===== src/rtl/input_memory_responder_pkg.sv =====
// Shared constants for the input memory read handshake: a read is accepted when
// req and ack are high in the same cycle, and data returns with a DataValid pulse.
package input_memory_responder_pkg;

  localparam int READ_LATENCY_MIN = 1;
  localparam int READ_LATENCY_MAX = 4;
  localparam int READ_COUNT_WIDTH = 16;

  // Host writes own the array in any cycle they are strobed; reset blocks reads.
  function automatic logic read_accept(input logic req, input logic write_en,
                                       input logic rst_n);
    return req & ~write_en & rst_n;
  endfunction

  function automatic int clamp_latency(input int lat);
    if (lat < READ_LATENCY_MIN) return READ_LATENCY_MIN;
    if (lat > READ_LATENCY_MAX) return READ_LATENCY_MAX;
    return lat;
  endfunction

endpackage


===== src/rtl/input_memory_responder_latency_pipe.sv =====
// Valid/data delay line: an entry pushed in cycle t appears on the output in cycle t+DEPTH.
module latency_pipe #(
  parameter int DEPTH = 2,
  parameter int WIDTH = 8
) (
  input  logic             clk,
  input  logic             reset_n,
  input  logic             i_valid,
  input  logic [WIDTH-1:0] i_data,
  output logic             o_valid,
  output logic [WIDTH-1:0] o_data
);

  logic [DEPTH-1:0] r_valid;
  logic [WIDTH-1:0] r_data [DEPTH];

  // Invalid slots carry zero data so the output is already zero whenever valid is low.
  always_ff @(posedge clk) begin
    if (!reset_n) begin
      r_valid <= '0;
      for (int i = 0; i < DEPTH; i++) r_data[i] <= '0;
    end else begin
      r_valid[0] <= i_valid;
      r_data[0]  <= i_valid ? i_data : '0;
      for (int i = 1; i < DEPTH; i++) begin
        r_valid[i] <= r_valid[i-1];
        r_data[i]  <= r_data[i-1];
      end
    end
  end

  assign o_valid = r_valid[DEPTH-1];
  assign o_data  = r_data[DEPTH-1];

endmodule


===== src/rtl/input_memory_responder.sv =====
// Host-written word array serving fixed-latency user reads through a valid/data delay line.
module input_memory_responder
  import input_memory_responder_pkg::*;
#(
  parameter int INMEM_BYTE_WIDTH    = 1,
  parameter int INMEM_ADDRESS_WIDTH = 6,
  parameter int READ_LATENCY        = 2
) (
  input  logic                            clk,
  input  logic                            reset_n,
  input  logic                            hostWriteEn,
  input  logic [INMEM_ADDRESS_WIDTH-1:0]  hostWriteAdd,
  input  logic [INMEM_BYTE_WIDTH*8-1:0]   hostWriteData,
  input  logic                            inputMemoryReadReq,
  output logic                            inputMemoryReadAck,
  input  logic [INMEM_ADDRESS_WIDTH-1:0]  inputMemoryReadAdd,
  output logic                            inputMemoryReadDataValid,
  output logic [INMEM_BYTE_WIDTH*8-1:0]   inputMemoryReadData,
  output logic [15:0]                     readCount
);

  localparam int DATA_W     = INMEM_BYTE_WIDTH * 8;
  localparam int MEM_DEPTH  = 2 ** INMEM_ADDRESS_WIDTH;
  localparam int PIPE_DEPTH = clamp_latency(READ_LATENCY);

  logic [DATA_W-1:0]           r_mem [MEM_DEPTH];
  logic [READ_COUNT_WIDTH-1:0] r_read_count;
  logic                        w_accept;
  logic [DATA_W-1:0]           w_rd_data;

  // Storage is deliberately outside reset: the host may preload it while reset is held.
  always_ff @(posedge clk) begin
    if (hostWriteEn) r_mem[hostWriteAdd] <= hostWriteData;
  end

  // A write never coexists with an accept, so sampling the array now equals its
  // contents at the end of the accept cycle; later writes cannot reach the pipe.
  assign w_accept  = read_accept(inputMemoryReadReq, hostWriteEn, reset_n);
  assign w_rd_data = w_accept ? r_mem[inputMemoryReadAdd] : '0;

  always_ff @(posedge clk) begin
    if (!reset_n)      r_read_count <= '0;
    else if (w_accept) r_read_count <= r_read_count + 1'b1;
  end

  latency_pipe #(
    .DEPTH (PIPE_DEPTH),
    .WIDTH (DATA_W)
  ) u_latency_pipe (
    .clk     (clk),
    .reset_n (reset_n),
    .i_valid (w_accept),
    .i_data  (w_rd_data),
    .o_valid (inputMemoryReadDataValid),
    .o_data  (inputMemoryReadData)
  );

  assign inputMemoryReadAck = w_accept;
  assign readCount          = r_read_count;

endmodule


===== config.mk =====
export PLATFORM = sky130hd
export DESIGN_NAME = input_memory_responder
export DESIGN_NICKNAME = d
export VERILOG_FILES = /design/src/rtl/input_memory_responder_pkg.sv /design/src/rtl/input_memory_responder_latency_pipe.sv /design/src/rtl/input_memory_responder.sv
export SDC_FILE = /design/constraint.sdc
export NUM_CORES = 1
export LEC_CHECK = 0
export ABC_CLOCK_PERIOD_IN_PS = 3700
export CORE_MARGIN = 2
export CORE_UTILIZATION = 48
export DETAILED_ROUTE_END_ITERATION = 7
export SYNTH_ARGS = -nofsm -noshare
export SYNTH_HDL_FRONTEND = slang
export SYNTH_SLANG_ARGS = --single-unit

===== constraint.sdc =====
create_clock -name clk -period 3.7 [get_ports clk]
set_input_delay 0.74 -clock clk [delete_from_list [all_inputs] [get_ports clk]]
set_output_delay 0.74 -clock clk [all_outputs]
set_load 0.03 [all_outputs]

==> results by group <==
Setup path
  • Max stage delay on crit path: 0.58 ns
  • R2R Setup Slk: 1.87 ns
  • Critical path class: in2out
  • Reg2Reg Depth: 5
  • Setup crit start kind: input port
  • CP startpoint: hostWriteEn
  • R2r startpoint: r_mem[39][1]
  • Worst R2R End: u_latency_pipe.r_data[0][1]
  • Setup crit end: inputMemoryReadAck
  • WP data required: ~3 ns
  • Worst setup EP type: primary output
  • Worst-path cell chain: clkdlybuf4s50_1 -> and3b_1 -> buf_4
  • Worst Path Arrival: 2.15 ns
  • Crit path max fanout: 11
  • Critical Path Slowest Stage Cell: clkdlybuf4s50_1

Timing
  • RSZ-0062 raised after global routing: false
  • Max Slew Vio Count: 0
  • Fin Setup TNS: 0 ns
  • Final Setup Violations: 0
  • Fin. Hold Viols: 0
  • Least-Margin Pin Slew: 0.9268 ns
  • Slew headroom: 38.21%
  • Post-layout min period: 2.892 ns
  • Final Skew: between 0.015 and 0.02 ns
  • WHS: about 0.43 ns
  • Max Clk Rate: 0.3458 GHz
  • Final clock period utilization by the worst path: about four fifths

Floorplanning
  • Chip width: 214.6 um
  • Rows: 77
  • Core area: roughly 44000 um^2
  • Die Y: between 200 and 250 um
  • Boundary pin count: 50
  • Initial Util: 48.33%
  • Die footprint: 46030 um^2

Placed design
  • Dpl hpwl: 30370 um
  • I/O Buffers: 49
  • Final GP Congestion: 0.8703

Finish
  • Finished Core Util: 55.97%
  • Leading cell type in the layout, fill and taps excluded: edfxtp_1
  • Layout area overhead: 15.80%
  • Commonest non-fill, non-tap cells in the layout: edfxtp_1, mux4_2, buf_4
  • # nets final: 1210
  • Share of cells above drive strength 1: between 20% and 30%

Synth
  • Adder-cell share of the synthesized area: 0.05880%
  • Mapped cell area: 21280 um^2
  • Post-synthesis simple-gate area fraction: under 10%
  • Post-synthesis compound-gate area fraction: 1.535%
  • Mapped Nets: about 1100
  • Synth Area in XOR/XNOR: less than 1%
  • Largest family of logic cells by synthesized area: multiplexers
  • Yosys cell types: 48
  • YS warnings: 0
  • Average size of a mapped cell: 20.42 um^2
  • Mapped Cells: 1042
  • Post-synthesis mux area share: 15.71%
  • Register area share after synthesis: 75.45%
  • Synthesized flop and latch total: 546

Power
  • PD cells: 526.2 nW/um^2
  • VDD IR max: between 300 and 400 uV
  • Pleak: 8.033 nW

Routing
  • Routed WL: 47110 um
  • Initial DRC Count: 1143
  • Via density: roughly 5.7
  • Vias post-DR: about 10000
  • DRT antenna net count: 0
  • Drt drc: 0
  • Pre-antenna DRT Iters: 5
  • Routed len/inst: 25.84 um

Worst hold path
  • Worst Hold Launch: u_latency_pipe.r_valid[0]
  • Tightest Hold Check Type: reg2reg

Clock tree
  • Clk sinks: 546
  • Num CTS Buffers: 56
  • Clk slew on worst S/H paths: 0.06 ns
  • CTS resizes: 0
  • CTS tree: done
  • Clock Latency Late Sink: roughly 0.60 ns
  • CTS root buffer: clkbuf_16
  • H-tree depth: 2
  • Hold-fix buffers, CTS: 0
  • Max Root-Sink Buffers: 3
  • Setup Buffers After CTS: 0

Global route
  • GRT Overall Usage: 20.85%
  • Initial antenna violation count: 1
  • First-pass GRT wire length: roughly 70000 um
  • Vias in the first global route: around 10000
  • Largest net degree at the start of global routing: 65
  • Total gr overflow: 0

Status
  • Outcome: finished, final reports clean

Run
  • Max Cap Viol: 0
==> report_power, final <==
group / internal [mW] / switching, mW
combinational: 0.247 / 0.388
clock: 3.26 / 2.26
sequential: 6.80 / 0.0132
total: 10.3 / 2.66
==> cell families after synthesis <==
logic type	after synthesis
adder cells (fa/ha/maj)	1
XOR/XNOR	12
AO/OA/AOI/OAI	50
AND/OR/NAND/NOR	194
buffers and inverters	65
multiplexers	174
flip-flops	546
==> registers in the layout (all words and copies together), names as in the netlist <==
| name | count |
|---|---|
| u_latency_pipe.r_valid | 2 |
| readCount | 16 |
| r_mem | 512 |
| u_latency_pipe.r_data | 16 |
==> final cells by class <==
type	count	area, um^2
antenna	1	2.502
clock buffer	68	1489
clock inverter	35	317.8
fill	3392	19390
inverter	4	15.01
multi-input combinational	431	4745
sequential	546	16060
tap	592	740.7
timing repair buffer	146	1276
==> cells in the mapped netlist, drive strengths merged <==
cell     count  area (um^2)
clkbuf      16        65.06
nor3         9        55.05
nor4         2        12.51
nor2b        7        43.79
a31o         1        8.760
o2111ai      1        8.760
and4b        1        10.01
o21ai       11        55.05
mux2i       46        460.4
nor3b        2        20.02
buf         45        399.1
xnor2        6        52.55
or3b         2        17.52
and2        23        143.9
or3          4        25.02
nand2b       3        18.77
nor2        76        285.3
a21boi       3        22.52
and3         2        12.51
a21oi        7        35.03
dfxtp       34        680.7
a22oi       10        75.07
nand3b       6        45.04
nand4        6        43.79
ha           1        12.51
a221oi       2        17.52
xor2         6        52.55
o22a         1        8.760
edfxtp     512        15370
nand3       18        90.09
a211oi       1        7.510
mux4       128         2883
nand2       31        116.4
a22o         1        8.760
and3b        2        17.52
a221o        1        10.01
inv          4        15.01
o22ai       11        68.82
==> critical path, delay by kind of cell <==
family / cells / cell delay, ns
buffers and inverters: 2 / 0.83
AND/OR/NAND/NOR: 1 / 0.58
==> stage by stage <==
step / cells / setup WS, ns / instance area, um^2 / total power [mW]
2_1_floorplan: 1042 / 1.392 / 21280 / 7.297
3_3_place_gp: 1719 / 0.7011 / 22830 / 7.576
3_5_place_dp: 1719 / 0.6295 / 22830 / 7.582
4_1_cts: 1822 / 0.7762 / 24640 / 13.09
5_1_grt: 1823 / 0.7129 / 24640 / 13.36
6_report: 1823 / 0.8085 / 24640 / 12.97
==> how the worst min path moves through the flow <==
stage,endpoint,slack [ns],depth (start not counted)
floorplan,u_latency_pipe.r_data[0][10],0.41,1
global placement,u_latency_pipe.r_data[0][8],0.42,1
detailed placement,u_latency_pipe.r_data[0][8],0.42,1
CTS,u_latency_pipe.r_data[0][8],0.43,1
global route,u_latency_pipe.r_data[0][9],0.44,1
finish,u_latency_pipe.r_valid[1],0.43,1
==> metal layers <==
layer	global-route usage (%)	routed length [um]
met1	29.61	20360
met2	32.47	22510
met3	5.560	3273
met4	5.301	963
met5	0	0
Note: power is estimated with default switching activity, not from simulation.
